<file path="config.mk">
export PLATFORM = sky130hd
export DESIGN_NAME = eeprom_apb_arbiter_flat
export DESIGN_NICKNAME = d
export VERILOG_FILES = /design/src/rtl/eeprom_pkg.sv /design/src/rtl/eeprom_apb_arbiter_if.sv /design/src/rtl/eeprom_rr_pick.sv /design/src/rtl/eeprom_apb_arbiter.sv /design/src/flat_wrapper.sv
export SDC_FILE = /design/constraint.sdc
export NUM_CORES = 1
export LEC_CHECK = 0
export ABC_AREA = 1
export CORE_MARGIN = 2
export CORE_UTILIZATION = 37
export DETAILED_ROUTE_END_ITERATION = 8
export PLACE_DENSITY = 0.78
export SETUP_SLACK_MARGIN = 0.1
export SYNTH_ARGS = -nofsm -noshare
export SYNTH_HDL_FRONTEND = slang
export SYNTH_HIERARCHICAL = 1
export SYNTH_SLANG_ARGS = --single-unit
</file>
<file path="constraint.sdc">
create_clock -name clk -period 2.41 [get_ports clk]
set_input_delay 0.241 -clock clk [delete_from_list [all_inputs] [get_ports clk]]
set_output_delay 0.241 -clock clk [all_outputs]
set_load 0.03 [all_outputs]
</file>
<file path="src/rtl/eeprom_pkg.sv">
// Shared definitions for the EEPROM APB arbiter: FSM state encoding,
// APB data width and the default watchdog limit.
package eeprom_pkg;

   typedef enum logic [1:0] {
      IDLE   = 2'd0,
      SETUP  = 2'd1,
      ACCESS = 2'd2
   } state_t;

   localparam int APB_DW          = 32;
   localparam int DEFAULT_TIMEOUT = 1000000;

endpackage

</file>
<file path="src/rtl/eeprom_apb_arbiter_if.sv">
// APB link between the arbiter (master side) and the apb_eeprom slave port.
interface eeprom_apb_arbiter_if
   import eeprom_pkg::*;
#(
   parameter int AWIDTH = 10
);

   logic [AWIDTH-1:0] paddr;
   logic              pwrite;
   logic              psel;
   logic              penable;
   logic [APB_DW-1:0] pwdata;
   logic [APB_DW-1:0] prdata;
   logic              pready;
   logic              pslverr;

   modport master (
      output paddr, pwrite, psel, penable, pwdata,
      input  prdata, pready, pslverr
   );

   modport slave (
      input  paddr, pwrite, psel, penable, pwdata,
      output prdata, pready, pslverr
   );

endinterface

</file>
<file path="src/rtl/eeprom_rr_pick.sv">
// Combinational round-robin picker: rotate requests so the search starts
// just after the last winner, take the lowest set bit, rotate the index back.
module eeprom_rr_pick #(
   parameter int NREQ = 2,
   parameter int IW   = (NREQ > 1) ? $clog2(NREQ) : 1
) (
   input  logic [NREQ-1:0] req,
   input  logic [IW-1:0]   last,
   output logic [NREQ-1:0] win_oh,
   output logic [IW-1:0]   win_idx,
   output logic            win_valid
);

   localparam logic [IW:0] NSUM = (IW+1)'(NREQ);

   logic [IW-1:0]     start;
   logic [2*NREQ-1:0] dbl;
   logic [2*NREQ-1:0] dbl_sh;
   logic [NREQ-1:0]   rot;
   logic [IW-1:0]     off;
   logic [IW:0]       sum;

   always_comb begin
      start     = (last == IW'(NREQ-1)) ? '0 : last + IW'(1);
      dbl       = {req, req};
      dbl_sh    = dbl >> start;
      rot       = dbl_sh[NREQ-1:0];
      off       = '0;
      win_valid = 1'b0;
      for (int j = 0; j < NREQ; j++) begin
         if (!win_valid && rot[j]) begin
            win_valid = 1'b1;
            off       = IW'(j);
         end
      end
      // Undo the rotation: winner index is (start + offset) mod NREQ.
      sum     = {1'b0, start} + {1'b0, off};
      win_idx = (sum >= NSUM) ? IW'(sum - NSUM) : sum[IW-1:0];
      win_oh  = win_valid ? (NREQ'(1) << win_idx) : '0;
   end

endmodule

</file>
<file path="src/rtl/eeprom_apb_arbiter.sv">
// Round-robin arbiter sharing one APB EEPROM slave among NREQ requesters,
// sequencing SETUP/ACCESS transfers with a pready watchdog.
module eeprom_apb_arbiter
   import eeprom_pkg::*;
#(
   parameter int NREQ    = 2,
   parameter int AWIDTH  = 10,
   parameter int TIMEOUT = DEFAULT_TIMEOUT
) (
   input  logic                     clk,
   input  logic                     rst_n,
   input  logic [NREQ-1:0]          req,
   input  logic [NREQ-1:0]          req_write,
   input  logic [NREQ*AWIDTH-1:0]   req_addr,
   input  logic [NREQ*APB_DW-1:0]   req_wdata,
   output logic [NREQ-1:0]          gnt,
   output logic [NREQ-1:0]          done,
   output logic                     err,
   output logic [APB_DW-1:0]        rdata,
   output logic                     busy,
   eeprom_apb_arbiter_if.master     apb
);

   localparam int IW = (NREQ > 1) ? $clog2(NREQ) : 1;
   localparam int CW = (TIMEOUT > 0) ? $clog2(TIMEOUT + 1) : 1;

   state_t            state;
   logic [IW-1:0]     last;
   logic [CW-1:0]     cnt;

   logic [NREQ-1:0]   pick_oh;
   logic [IW-1:0]     pick_idx;
   logic              pick_valid;

   logic [AWIDTH-1:0] sel_addr;
   logic [APB_DW-1:0] sel_wdata;
   logic              sel_write;
   logic              tmo_hit;
   logic              finish;

   eeprom_rr_pick #(
      .NREQ (NREQ),
      .IW   (IW)
   ) u_pick (
      .req       (req),
      .last      (last),
      .win_oh    (pick_oh),
      .win_idx   (pick_idx),
      .win_valid (pick_valid)
   );

   always_comb begin
      sel_addr  = '0;
      sel_wdata = '0;
      sel_write = 1'b0;
      for (int i = 0; i < NREQ; i++) begin
         if (pick_oh[i]) begin
            sel_addr  = req_addr[i*AWIDTH +: AWIDTH];
            sel_wdata = req_wdata[i*APB_DW +: APB_DW];
            sel_write = req_write[i];
         end
      end
   end

   // pready takes precedence over a coincident watchdog expiry.
   assign tmo_hit = (TIMEOUT != 0) && (cnt == CW'(TIMEOUT - 1));
   assign finish  = (state == ACCESS) && (apb.pready || tmo_hit);
   assign done    = finish ? gnt : '0;
   assign err     = finish && (apb.pready ? apb.pslverr : 1'b1);
   assign rdata   = apb.prdata;
   assign busy    = (state != IDLE);

   always_ff @(posedge clk) begin
      if (!rst_n) begin
         state       <= IDLE;
         last        <= IW'(NREQ - 1);
         cnt         <= '0;
         gnt         <= '0;
         apb.psel    <= 1'b0;
         apb.penable <= 1'b0;
         apb.pwrite  <= 1'b0;
         apb.paddr   <= '0;
         apb.pwdata  <= '0;
      end else begin
         case (state)
            IDLE: begin
               if (pick_valid) begin
                  gnt         <= pick_oh;
                  last        <= pick_idx;
                  apb.paddr   <= sel_addr;
                  apb.pwdata  <= sel_wdata;
                  apb.pwrite  <= sel_write;
                  apb.psel    <= 1'b1;
                  apb.penable <= 1'b0;
                  cnt         <= '0;
                  state       <= SETUP;
               end
            end
            SETUP: begin
               apb.penable <= 1'b1;
               state       <= ACCESS;
            end
            ACCESS: begin
               if (finish) begin
                  gnt         <= '0;
                  apb.psel    <= 1'b0;
                  apb.penable <= 1'b0;
                  state       <= IDLE;
               end else if (cnt != '1) begin
                  cnt <= cnt + CW'(1);
               end
            end
            default: begin
               gnt         <= '0;
               apb.psel    <= 1'b0;
               apb.penable <= 1'b0;
               state       <= IDLE;
            end
         endcase
      end
   end

endmodule

</file>
<file path="src/flat_wrapper.sv">
// flat-port wrapper written by rule: the top's interface ports become plain ports
module eeprom_apb_arbiter_flat import eeprom_pkg::*;
#(
   parameter int NREQ    = 2,
   parameter int AWIDTH  = 10,
   parameter int TIMEOUT = DEFAULT_TIMEOUT
)
  (clk, rst_n, req, req_write, req_addr, req_wdata, gnt, done, err, rdata, busy, apb_paddr, apb_pwrite, apb_psel, apb_penable, apb_pwdata, apb_prdata, apb_pready, apb_pslverr);
  eeprom_apb_arbiter_if #(.AWIDTH(AWIDTH)) apb_i ();
  input  logic clk;
  input  logic rst_n;
  input  logic [NREQ-1:0] req;
  input  logic [NREQ-1:0] req_write;
  input  logic [NREQ*AWIDTH-1:0] req_addr;
  input  logic [NREQ*APB_DW-1:0] req_wdata;
  output logic [NREQ-1:0] gnt;
  output logic [NREQ-1:0] done;
  output logic err;
  output logic [APB_DW-1:0] rdata;
  output logic busy;
  output wire logic [$bits(apb_i.paddr)-1:0] apb_paddr;
  output wire logic [$bits(apb_i.pwrite)-1:0] apb_pwrite;
  output wire logic [$bits(apb_i.psel)-1:0] apb_psel;
  output wire logic [$bits(apb_i.penable)-1:0] apb_penable;
  output wire logic [$bits(apb_i.pwdata)-1:0] apb_pwdata;
  input wire logic [$bits(apb_i.prdata)-1:0] apb_prdata;
  input wire logic [$bits(apb_i.pready)-1:0] apb_pready;
  input wire logic [$bits(apb_i.pslverr)-1:0] apb_pslverr;
  assign apb_paddr = apb_i.paddr;
  assign apb_pwrite = apb_i.pwrite;
  assign apb_psel = apb_i.psel;
  assign apb_penable = apb_i.penable;
  assign apb_pwdata = apb_i.pwdata;
  assign apb_i.prdata = apb_prdata;
  assign apb_i.pready = apb_pready;
  assign apb_i.pslverr = apb_pslverr;
  eeprom_apb_arbiter #(.NREQ(NREQ), .AWIDTH(AWIDTH), .TIMEOUT(TIMEOUT)) u_core (.clk(clk), .rst_n(rst_n), .req(req), .req_write(req_write), .req_addr(req_addr), .req_wdata(req_wdata), .gnt(gnt), .done(done), .err(err), .rdata(rdata), .busy(busy), .apb(apb_i));
endmodule
</file>
==> metrics <==
r2r startpoint=u_core/cnt[1]; Max Clock Freq=469 MHz; fraction of post-synthesis cell area in the top cell type by area=a little under two fifths; first-pass GRT wire length=about 18000 um; Crit Path Category=flip-flop to primary output; vias after detailed routing=3874; largest net degree at the start of global routing=47; Rel. slew slack=67.7%; num ports=~210; overall routed net length=between 10000 and 15000 um; Setup WS pre-CTS=between 0.3 and 0.4 ns; Max-cap violations=0; row cnt=36; Wirelength per Cell=around 14 um; Die Height=~100 um; status=finished clean; cts bufs inserted=9; Setup crit start kind=flip-flop; post-route setup slack=0.277 ns; Initial DRC Count=146; Layout Area Growth over Synthesis=40.2%; asr flop ratio synth=0%; CP Capture Point=done[1]; Setup violations, final=0; Synth Warn #=6; Fin. Hold Viols=0; largest area contributor in the netlist=dfxtp_1; post-synthesis cell type count=30; core area=slightly below 10000 sq um; Root Driver=clkbuf_8; setup_tns=0 ns; First-pass DRT Iterations=4; Initial Util=37.9%; Gate Count Post-Synth=544; Pwr Density=approximately 550 nW/um^2; DIE AREA=10800 sq um; R2R cell count=13; leakage=1.84 nW; Hold-fix buffers, CTS=0; CTS tree=done; Routed Antenna Nets=0; DIE WIDTH=104 um; H-tree level count=3; clk slew on worst S/H paths=0.08 ns; Post-synth top cells=212 x nand2_1, 69 x dfxtp_1, 43 x a31oi_1; GP Congestion=0.898; VDD IR-drop max=0.310 mV; IO buf count=around 140; Largest stage delay, worst path=0.37 ns; Crit-path slowest cell=dfxtp_1; initial antenna violation count=0; worst path cell trace=ha_1 -> nand3_1 -> nor2_1 -> nand3_1 -> nand2_1 -> nand2_4 -> buf_4 -> nor2_1 -> buf_4; Seq/Total Area, Yosys=37.5%; WP data required=~2.2 ns; Tot GR Track Use=20.1%; routed vias/inst=4.92; Slew @ Worst Pin=about 0.48 ns; worst-case clock skew=0.00565 ns; RSZ-0062 raised after global routing=no; mapped cell area=3680 sq um; CP arrival=1.89 ns; Residual DRC=0; share of layout cells above drive strength 1=8.26%; R2R setup slack=about 0.50 ns; Tmin final=2.13 ns; CTS Sinks=69; ANT cells=0; clk buf depth=2; post-CTS setup repair buffer count=0; most frequent cell after synthesis=nand2_1; critical path peak fanout=15; Seq cells post-synth=69; crit end category=primary output; predominant post-synthesis flop cell=dfxtp_1; Synth area leaders=dfxtp_1 38%, nand2_1 22%, a31oi_1 7.3%; Worst setup startpoint=u_core/cnt[1]; HPWL Detailed=around 8100 um; syn avg cell area=6.77 sq um; vias in the first global route=3858; period utilization=88.5%; Clock Latency Late Sink=0.34 ns; EDFF count, synth=0; Synthesized Nets=about 670; Overflow after GRT=0; Final Net Count=774; Hold Path Class=input pin to flip-flop; Reg-to-Reg End=u_core/cnt[18]; max-slew violations=0
[cell type report]
cell class / instances / area, sq um
clock buffers: 11 / 151
clock inverters: 5 / 35.0
fillers: 953 / 4570
inverters: 33 / 126
multi-input cells: 385 / 1800
flip-flops and latches: 69 / 1380
well taps: 133 / 166
repair buffers: 151 / 1500
[layer usage]
layer / wire length, um / share of wire (%) / vias up / track usage (%)
li1: - / - / 1920 / -
met1: 4440 / 41 / 1771 / 22.6
met2: 5230 / 48 / 143 / 33.5
met3: 935 / 8.6 / 40 / 7.11
met4: 328 / 3.0 / 0 / 10.4
met5: 0 / 0 / - / 0
[power by group]
part           internal [W]  leakage, nW  total, W  switching [W]
combinational      0.000314         1.19  0.000702       0.000388
sequential          0.00121        0.563   0.00124      0.0000383
clock              0.000428       0.0836  0.000887       0.000459
total               0.00195         1.84   0.00283       0.000885
[worst min path at each step]
stage | start | end | depth (start not counted)
after floorplan | req_addr[10] | u_core/apb.paddr[0] | 2
after global routing | req_wdata[45] | u_core/apb.pwdata[13] | 3
after global placement | u_core/apb.psel | u_core/apb.psel | 2
after CTS | req_wdata[45] | u_core/apb.pwdata[13] | 3
after detailed placement | u_core/apb.psel | u_core/apb.psel | 2
final | req_wdata[45] | u_core/apb.pwdata[13] | 3
[layout by cell type, fill, tap and decap left out, drive strengths merged, types with 10 or more instances in the layout]
master and count:
nand3 30, buf 10, a31oi 43, dfxtp 69, nor2 48, clkbuf 11, nand2 220, inv 33
a21oi 16, clkdlybuf4s50 139
[what timing repair did]
item / in CTS / in global routing
endpoints found under the setup margin: 2 / 3
resized for setup: 2 / 3
cloned: 0 / 0
[state kept, by name (all words and copies together) (netlist names)]
register and cells:
u_core/state 1, u_core/apb.pwrite 1, u_core/last 1, u_core/apb.psel 1, u_core/apb.pwdata 32, u_core/cnt 20
u_core/gnt 2, u_core/apb.paddr 10, u_core/apb.penable 1
[cells by family (layout without fill, tap and decap cells)]
logic type / count (synthesis) / count (layout) / synth area share [%]
flip-flops: 69 / 69 / 37.5
XOR/XNOR: 8 / 8 / 1.90
buffers and inverters: 90 / 200 / 13.6
AND/OR/NAND/NOR: 311 / 311 / 36.0
adder cells (fa/ha/maj): 1 / 1 / 0.340
AO/OA/AOI/OAI: 65 / 65 / 10.7
[through the flow]
stage | hold WS [ns] | cells | utilization (%) | area [sq um] | power (W)
after floorplan | 0.399 | 544 | - | 3680 | 0.00173
after global placement | 0.450 | 771 | 51.1 | 4980 | 0.00196
after detailed placement | 0.458 | 771 | 51.1 | 4980 | 0.00197
after CTS | 0.439 | 787 | 53.0 | 5160 | 0.00286
after global routing | 0.451 | 787 | 53.1 | 5160 | 0.00297
final | 0.459 | 787 | 53.1 | 5160 | 0.00283
[critical path, delay by kind of cell, from the launching register on]
kind | cells | cell delay [ns]
buffers and inverters | 2 | 0.39
AND/OR/NAND/NOR | 6 | 0.60
flip-flops | 1 | 0.37
adder cells (fa/ha/maj) | 1 | 0.19
Note: power is estimated with default switching activity, not from simulation.
